[src/rtl/fetch_unit.sv]
`default_nettype none
// ============================================================================
// Module   : fetch_unit
// Purpose  : Owns the PC (R7), fetches 16-bit instructions and holds each one
//            for the decoder until it advances or R7 is redirected.
// Revision : 1.0 - initial release
// ============================================================================
module fetch_unit #(
    parameter logic [15:0] RESET_PC = 16'h0000,
    parameter logic [15:0] PC_STEP  = 16'd2,
    parameter int unsigned TIMEOUT  = 15,
    parameter logic [15:0] BUBBLE   = 16'hF000
) (
    input  logic        clk,
    input  logic        rst_n,
    input  logic        pc_inc,
    input  logic        pc_wr_en,
    input  logic [15:0] pc_wr_data,
    input  logic [15:0] imem_rdata,
    input  logic        imem_valid,
    output logic        imem_req,
    output logic [15:0] imem_addr,
    output logic [15:0] pc,
    output logic [15:0] inst,
    output logic        inst_valid,
    output logic        fetch_err
);

    localparam logic [1:0]  S_IDLE    = 2'd0;
    localparam logic [1:0]  S_REQ     = 2'd1;
    localparam logic [1:0]  S_ISSUE   = 2'd2;
    localparam logic [7:0]  C_TIMEOUT = 8'(TIMEOUT);
    localparam logic [15:0] C_PC_MASK = 16'hFFFE;

    logic [1:0]  r_state, w_state_nxt;
    logic [15:0] r_pc, w_pc_nxt;
    logic [15:0] r_inst, w_inst_nxt;
    logic [7:0]  r_cnt, w_cnt_nxt, w_cnt_inc;
    logic        r_err, w_err_nxt;
    logic [15:0] w_step;

    assign w_cnt_inc = r_cnt + 8'd1;
    assign w_step    = pc_inc ? PC_STEP : 16'd0;

    // Reset wins over everything, including a response arriving on the same edge
    always_ff @(posedge clk) begin
        if (!rst_n) begin
            r_state <= S_IDLE;
            r_pc    <= RESET_PC & C_PC_MASK;
            r_inst  <= BUBBLE;
            r_cnt   <= 8'd0;
            r_err   <= 1'b0;
        end else begin
            r_state <= w_state_nxt;
            r_pc    <= w_pc_nxt;
            r_inst  <= w_inst_nxt;
            r_cnt   <= w_cnt_nxt;
            r_err   <= w_err_nxt;
        end
    end

    always_comb begin
        w_state_nxt = r_state;
        w_pc_nxt    = r_pc;
        w_inst_nxt  = r_inst;
        w_cnt_nxt   = r_cnt;
        w_err_nxt   = 1'b0;
        case (r_state)
            S_IDLE: begin
                w_state_nxt = S_REQ;
                w_inst_nxt  = BUBBLE;
                w_cnt_nxt   = 8'd0;
            end
            S_REQ: begin
                if (imem_valid) begin
                    w_state_nxt = S_ISSUE;
                    w_inst_nxt  = imem_rdata;
                    w_cnt_nxt   = 8'd0;
                end else if (w_cnt_inc == C_TIMEOUT) begin
                    w_state_nxt = S_IDLE;
                    w_err_nxt   = 1'b1;
                    w_cnt_nxt   = 8'd0;
                end else begin
                    w_cnt_nxt   = w_cnt_inc;
                end
            end
            S_ISSUE: begin
                // A write takes the written value as base; pc_inc still adds a step
                if (pc_wr_en || pc_inc) begin
                    w_state_nxt = S_REQ;
                    w_inst_nxt  = BUBBLE;
                    w_cnt_nxt   = 8'd0;
                    if (pc_wr_en) begin
                        w_pc_nxt = (pc_wr_data + w_step) & C_PC_MASK;
                    end else begin
                        w_pc_nxt = (r_pc + PC_STEP) & C_PC_MASK;
                    end
                end
            end
            default: begin
                w_state_nxt = S_IDLE;
                w_inst_nxt  = BUBBLE;
                w_cnt_nxt   = 8'd0;
            end
        endcase
    end

    always_comb begin
        imem_req   = (r_state == S_REQ);
        inst_valid = (r_state == S_ISSUE);
        imem_addr  = r_pc;
        pc         = r_pc;
        inst       = r_inst;
        fetch_err  = r_err;
    end

endmodule
`default_nettype wire

[config.mk]
export PLATFORM = sky130hd
export DESIGN_NAME = fetch_unit
export DESIGN_NICKNAME = d
export VERILOG_FILES = /design/src/rtl/fetch_unit.sv
export SDC_FILE = /design/constraint.sdc
export NUM_CORES = 1
export LEC_CHECK = 0
export BUFFER_PORTS_ARGS = -buffer_cell sky130_fd_sc_hd__buf_2
export CORE_MARGIN = 4
export CORE_UTILIZATION = 55
export CTS_BUF_LIST = sky130_fd_sc_hd__clkbuf_8
export CTS_CLUSTER_SIZE = 28
export DETAILED_ROUTE_END_ITERATION = 6
export PLACE_DENSITY = 0.87
export SYNTH_ARGS = -nofsm -noshare
export SYNTH_HDL_FRONTEND = slang
export SYNTH_SLANG_ARGS = --single-unit
[constraint.sdc]
create_clock -name clk -period 5.2 [get_ports clk]
set_input_delay 1.04 -clock clk [delete_from_list [all_inputs] [get_ports clk]]
set_output_delay 1.04 -clock clk [all_outputs]
set_load 0.03 [all_outputs]
==> flow_metrics.env, run 1 <==
export IMPL_diodes=0
export IMPL_power_density_mw_per_mm2=233
export IMPL_globalplace_congestion=0.845
export IMPL_io_pins=88
export IMPL_max_freq_ghz=0.412
export IMPL_place_ws_ns=2.47
export IMPL_via_per_inst=5.82
export IMPL_cp_end_kind="flop"
export IMPL_fin_crit_sh_pct=46.7
export IMPL_grt_total_usage_pct=22.0
export IMPL_cts_tree="yes"
export IMPL_cts_sinks=42
export IMPL_r2r_start="r_state[0]"
export IMPL_clk_pin_slew_ns=0.08
export IMPL_initial_core_util_pct=57.9
export IMPL_cts_path_max_buffers=2
export IMPL_area_growth_pct=17.6
export IMPL_wirelength_um=5890
export IMPL_synth_avg_cell_area_um2=7.99
export IMPL_post_cts_setup_buffers=0
export IMPL_synth_edf_count=0
export IMPL_antenna_found_initial=0
export IMPL_synth_most_common_cell="dfxtp_1"
export IMPL_rsz0062_at_grt="no"
export IMPL_synth_area_mm2=0.00235
export IMPL_cap_violations=0
export IMPL_critPathCapture="inst[3]"
export IMPL_slew_headroom_pct=50.3
export IMPL_ff2ff_setup_slack_ns=3.15
export IMPL_first_iter_violations=144
export IMPL_die_h_um=73.3
export IMPL_hp_class="reg -> reg"
export IMPL_path_class="in -> reg"
export IMPL_drive_gt1_share_pct=27.9
export IMPL_numCtsBuffers=5
export IMPL_overflow=0
export IMPL_skew_ns=0.00617
export IMPL_async_flop_share_pct=0
export IMPL_holdWs_ns=0.479
export IMPL_reg2reg_to="inst[3]"
export IMPL_hold_violations=0
export IMPL_syn_instance_count=294
export IMPL_p_leak_uw=0.00118
export IMPL_yosys_warnings=0
export IMPL_synth_top_area_share_pct=35.8
export IMPL_port_buffers=84
export IMPL_cts_hold_buf=0
export IMPL_wl_per_cell_um=14.3
export IMPL_synth_distinct_cells=49
export IMPL_vdd_drop_max_v=0.000196
export IMPL_min_from="inst[12]"
export IMPL_die_area_mm2=0.00538
export IMPL_htree_levels=2
export IMPL_crit_arrival_ns=2.66
export IMPL_critPathLaunchType="input pin"
export IMPL_yosys_register_bits=42
export IMPL_core_area_mm2=0.00406
export IMPL_yosys_area_top_type="dfxtp_1"
export IMPL_setup_tns_ns=0
export IMPL_nNetsFinal=403
export IMPL_yosys_most_used_dff="dfxtp_1"
export IMPL_dr_pass1_iters=6
export IMPL_die_w_um=73.3
export IMPL_synthTopCellsByCount="42 x dfxtp_1, 33 x nand2_1, 29 x nor2_1"
export IMPL_cp_max_fo=23
export IMPL_tightest_slew_ns=0.743
export IMPL_yosys_top_cells_area="dfxtp_1 36%, buf_4 5.8%, nand2_1 5.3%, a22o_1 4.8%, nor2_1 4.6%"
export IMPL_crit_required_ns=5.44
export IMPL_grt_pass1_vias=2147
export IMPL_min_period_ns=2.43
export IMPL_status="finished, final reports clean"
export IMPL_rows=23
export IMPL_slew_viol_final=0
export IMPL_grt_pass1_wl_um=9580
export IMPL_hpwl_um=4390
export IMPL_critPathLaunch="pc_wr_en"
export IMPL_clock_latency_ns=0.29
export IMPL_antenna_left=0
export IMPL_setup_viol=0
export IMPL_grt_max_degree=24
export IMPL_final_setup_worst_slack_ns=2.77
export IMPL_drcViolationCount=0
export IMPL_r2r_cells=5
export IMPL_seq_area_frac_synth_pct=35.8
export IMPL_fillers=362
export IMPL_cts_root_buf="clkbuf_8"
export IMPL_vias=2396
export IMPL_cts_resized=0
[per-stage QoR]
stage,utilization (%),instances,power (uW),area [um2]
final,68.1,412,643,2760
after CTS,68.1,412,647,2760
after floorplan,-,295,407,2350
after global placement,65.9,404,436,2670
after detailed placement,65.9,404,438,2670
after global routing,68.1,412,667,2760
[metal layers]
metal	vias to the layer above	share of wire, %	GRT usage, %
met2	98	47	35.7
met5	-	0	0
met3	10	8.2	3.83
met4	0	1.9	9.66
li1	1185	-	-
met1	1103	43	28.6
[power breakdown]
| group | switching (uW) | internal (uW) |
|---|---|---|
| clock | 117 | 94.4 |
| sequential | 6.69 | 329 |
| combinational | 62.2 | 33.5 |
[worst min path at each step]
stage               slack, ns  depth (start not counted)         end
finish                   0.48                          2    inst[12]
global route             0.49                          1     inst[5]
CTS                      0.48                          2    inst[12]
detailed placement       0.46                          1    inst[11]
global placement         0.45                          2    inst[14]
floorplan                0.44                          1  r_state[0]
[area by class of cell]
type	count	area, um2	area share (%)
repair buffers	86	435	15.8
flip-flops and latches	42	841	30.4
multi-input cells	219	1310	47.3
clock inverters	3	21.3	0.770
clock buffers	5	68.8	2.49
well taps	50	62.6	2.26
inverters	7	26.3	0.951
[registers in the layout (all words and copies together) (netlist names)]
| register | flops |
|---|---|
| r_state | 2 |
| imem_addr | 15 |
| r_cnt | 8 |
| inst | 16 |
| fetch_err | 1 |
[cell usage in the layout, fill, tap and decap left out, drive strengths merged, types with 2 or more instances in the layout]
master | Yosys | routed
a211oi | 3 | 3
a21o | 2 | 2
a21oi | 19 | 19
a22o | 13 | 13
a22oi | 3 | 3
a31oi | 7 | 7
and3 | 3 | 3
buf | 20 | 86
clkbuf | 7 | 5
clkinv | 0 | 2
conb | 1 | 2
dfxtp | 42 | 42
ha | 5 | 5
inv | 7 | 7
nand2 | 33 | 33
nand2b | 3 | 3
nand3 | 17 | 17
nand4 | 4 | 4
nor2 | 29 | 29
nor3 | 12 | 12
nor4 | 5 | 5
o21a | 3 | 3
o21ai | 12 | 12
o22ai | 5 | 5
o311ai | 2 | 2
o31a | 2 | 2
o31ai | 2 | 2
or3 | 4 | 4
xnor2 | 9 | 9
xor2 | 5 | 5
[cells by family (layout without fill, tap and decap cells)]
family                     after synthesis  count (layout)  share of synthesized area (%)
and+or+nand+nor                        118             118                           24.3
other                                    1               2                          0.160
adders and majority gates                5               5                           2.66
xor gates and xnor gates                14              14                           5.22
muxes                                    1               1                          0.426
DFF                                     42              42                           35.8
buffers and inverters                   34             101                           8.68
AOI/OAI and AO/OA                       79              79                           22.7
[worst max-delay path, cell delays in order]
cell and delay (ns):
buf_2 0.22, nor3_1 0.23, buf_4 0.20, nor2_1 0.11, nor2_1 0.60, a22o_1 0.26
No activity file was read; power rests on OpenSTA's default activity.
==> inputs of run 2 (changes only) <==
--- a/config.mk
+++ b/config.mk
@@ -7,11 +7,11 @@
 export LEC_CHECK = 0
 export BUFFER_PORTS_ARGS = -buffer_cell sky130_fd_sc_hd__buf_2
 export CORE_MARGIN = 4
-export CORE_UTILIZATION = 55
+export CORE_UTILIZATION = 46
 export CTS_BUF_LIST = sky130_fd_sc_hd__clkbuf_8
 export CTS_CLUSTER_SIZE = 28
 export DETAILED_ROUTE_END_ITERATION = 6
-export PLACE_DENSITY = 0.87
+export PLACE_DENSITY = 0.77
 export SYNTH_ARGS = -nofsm -noshare
 export SYNTH_HDL_FRONTEND = slang
 export SYNTH_SLANG_ARGS = --single-unit
==> constraint.sdc (replaced) <==
create_clock -name clk -period 2.1 [get_ports clk]
set_input_delay 0.42 -clock clk [delete_from_list [all_inputs] [get_ports clk]]
set_output_delay 0.42 -clock clk [all_outputs]
set_load 0.03 [all_outputs]
==> flow_metrics.env, run 2 (same netlist as run 1, synthesis figures left out) <==
export IMPL_skew_ns=0.0156
export IMPL_cts_tree="yes"
export IMPL_initial_core_util_pct=48.4
export IMPL_grt_max_degree=19
export IMPL_antenna_found_initial=0
export IMPL_power_density_mw_per_mm2=574
export IMPL_hold_violations=0
export IMPL_critPathLaunchType="flop"
export IMPL_area_growth_pct=22.3
export IMPL_final_cell_mix="84 x buf_2, 41 x dfxtp_1, 33 x nand2_1, 29 x nor2_1, 19 x a21oi_1"
export IMPL_hp_class="in -> reg"
export IMPL_fillers=470
export IMPL_cts_root_buf="clkbuf_8"
export IMPL_overflow=0
export IMPL_grt_pass1_wl_um=10000
export IMPL_ff2ff_setup_slack_ns=0.17
export IMPL_rsz0062_at_grt="no"
export IMPL_crit_required_ns=2.34
export IMPL_place_inst=431
export IMPL_via_per_inst=5.45
export IMPL_cts_path_max_buffers=2
export IMPL_drcViolationCount=0
export IMPL_cap_violations=0
export IMPL_hpwl_um=4600
export IMPL_largest_reg_flops=16
export IMPL_fin_crit_sh_pct=91.7
export IMPL_r2r_start="imem_addr[2]"
export IMPL_vias=2397
export IMPL_rows=25
export IMPL_critPathLaunch="imem_addr[2]"
export IMPL_clk_pin_slew_ns=0.10
export IMPL_slew_headroom_pct=49.6
export IMPL_die_w_um=79.5
export IMPL_design_area_mm2=0.00287
export IMPL_min_from="imem_rdata[4]"
export IMPL_first_iter_violations=144
export IMPL_antenna_left=0
export IMPL_layout_cells_non_filler=440
export IMPL_drive_gt1_share_pct=30.3
export IMPL_max_freq_ghz=0.519
export IMPL_dpl_cell_area_mm2=0.00277
export IMPL_die_area_mm2=0.00631
export IMPL_die_h_um=79.5
export IMPL_io_pins=88
export IMPL_dr_pass1_iters=4
export IMPL_port_buffers=84
export IMPL_numCtsBuffers=5
export IMPL_cp_max_fo=6
export IMPL_tightest_slew_ns=0.754
export IMPL_clock_latency_ns=0.31
export IMPL_setup_tns_ns=0
export IMPL_multi_input_area_mm2=0.00131
export IMPL_min_period_ns=1.93
export IMPL_slew_viol_final=0
export IMPL_globalplace_congestion=0.927
export IMPL_holdWs_ns=0.307
export IMPL_core_area_mm2=0.00485
export IMPL_grt_total_usage_pct=19.4
export IMPL_grt_pass1_vias=2218
export IMPL_htree_levels=2
export IMPL_diodes=0
export IMPL_cp_end_kind="flop"
export IMPL_nNetsFinal=414
export IMPL_path_class="reg -> reg"
export IMPL_setup_viol=0
export IMPL_regArea_um2=842
export IMPL_vdd_drop_max_v=0.000387
export IMPL_cts_sinks=42
export IMPL_crit_arrival_ns=2.16
export IMPL_p_leak_uw=0.00124
export IMPL_status="finished, final reports clean"
export IMPL_wirelength_um=6030
export IMPL_wl_per_cell_um=13.7
export IMPL_final_common_cell="buf_2"
-- run 2: changes by cell type in the layout (fill, tap and decap cells not counted), sizes merged --
cell	change
inv	+3
clkinvlp	-1
buf	+11
clkinv	-2
-- run 2: repair_timing --
action / in CTS / in global routing
hold buffers: 0 / 0
buffers inserted: 0 / 1
setup endpoints to repair: 0 / 3
gates resized for setup: 0 / 2
-- run 2: path summary, 6_finish.rpt --
path                                       to  depth (start not counted)
worst max-delay path            imem_addr[15]                          6
worst min-delay path                  inst[4]                          2
worst max register to register  imem_addr[15]                          6
worst min register to register       inst[12]                          2
-- run 2: cell type report --
cell class / count / share of cell area, %
clock buffer: 5 / 2.40
clock inverter: 3 / 0.915
inverter: 7 / 0.915
multi-input combinational: 219 / 45.5
sequential: 42 / 29.3
tap: 67 / 2.92
timing repair buffer: 97 / 18.0
-- run 2: power breakdown --
group | total (uW) | leakage [uW] | internal [uW] | switching (uW)
Combinational | 247 | 0.000849 | 90.7 | 157
Sequential | 830 | 0.000341 | 815 | 15.7
Clock | 573 | 0.0000495 | 247 | 326
-- run 2: per-stage QoR --
stage / worst slack, ns / power (uW) / util, %
3_5_place_dp: 0.0874 / 1090 / 57.1
3_3_place_gp: 0.131 / 1090 / 57.1
5_1_grt: 0.0106 / 1720 / 59.3
6_report: 0.175 / 1650 / 59.3
2_1_floorplan: 0.0599 / 1010 / -
4_1_cts: 0.130 / 1660 / 59.1
-- run 2: routing by layer --
metal	vias to the layer above	global-route usage (%)	share of wire, %
met4	0	6.19	0.66
li1	1208	-	-
met5	-	0	0
met2	87	31.6	46
met1	1097	25.6	45
met3	5	4.18	8.0
-- run 2: worst max-delay path, cell delays in order, from the launching register on --
cell	delay (ns)
dfxtp_1	0.41
ha_1	0.25
nand3_2	0.14
or2_4	0.30
or3_1	0.37
o31a_1	0.25
a31oi_1	0.15
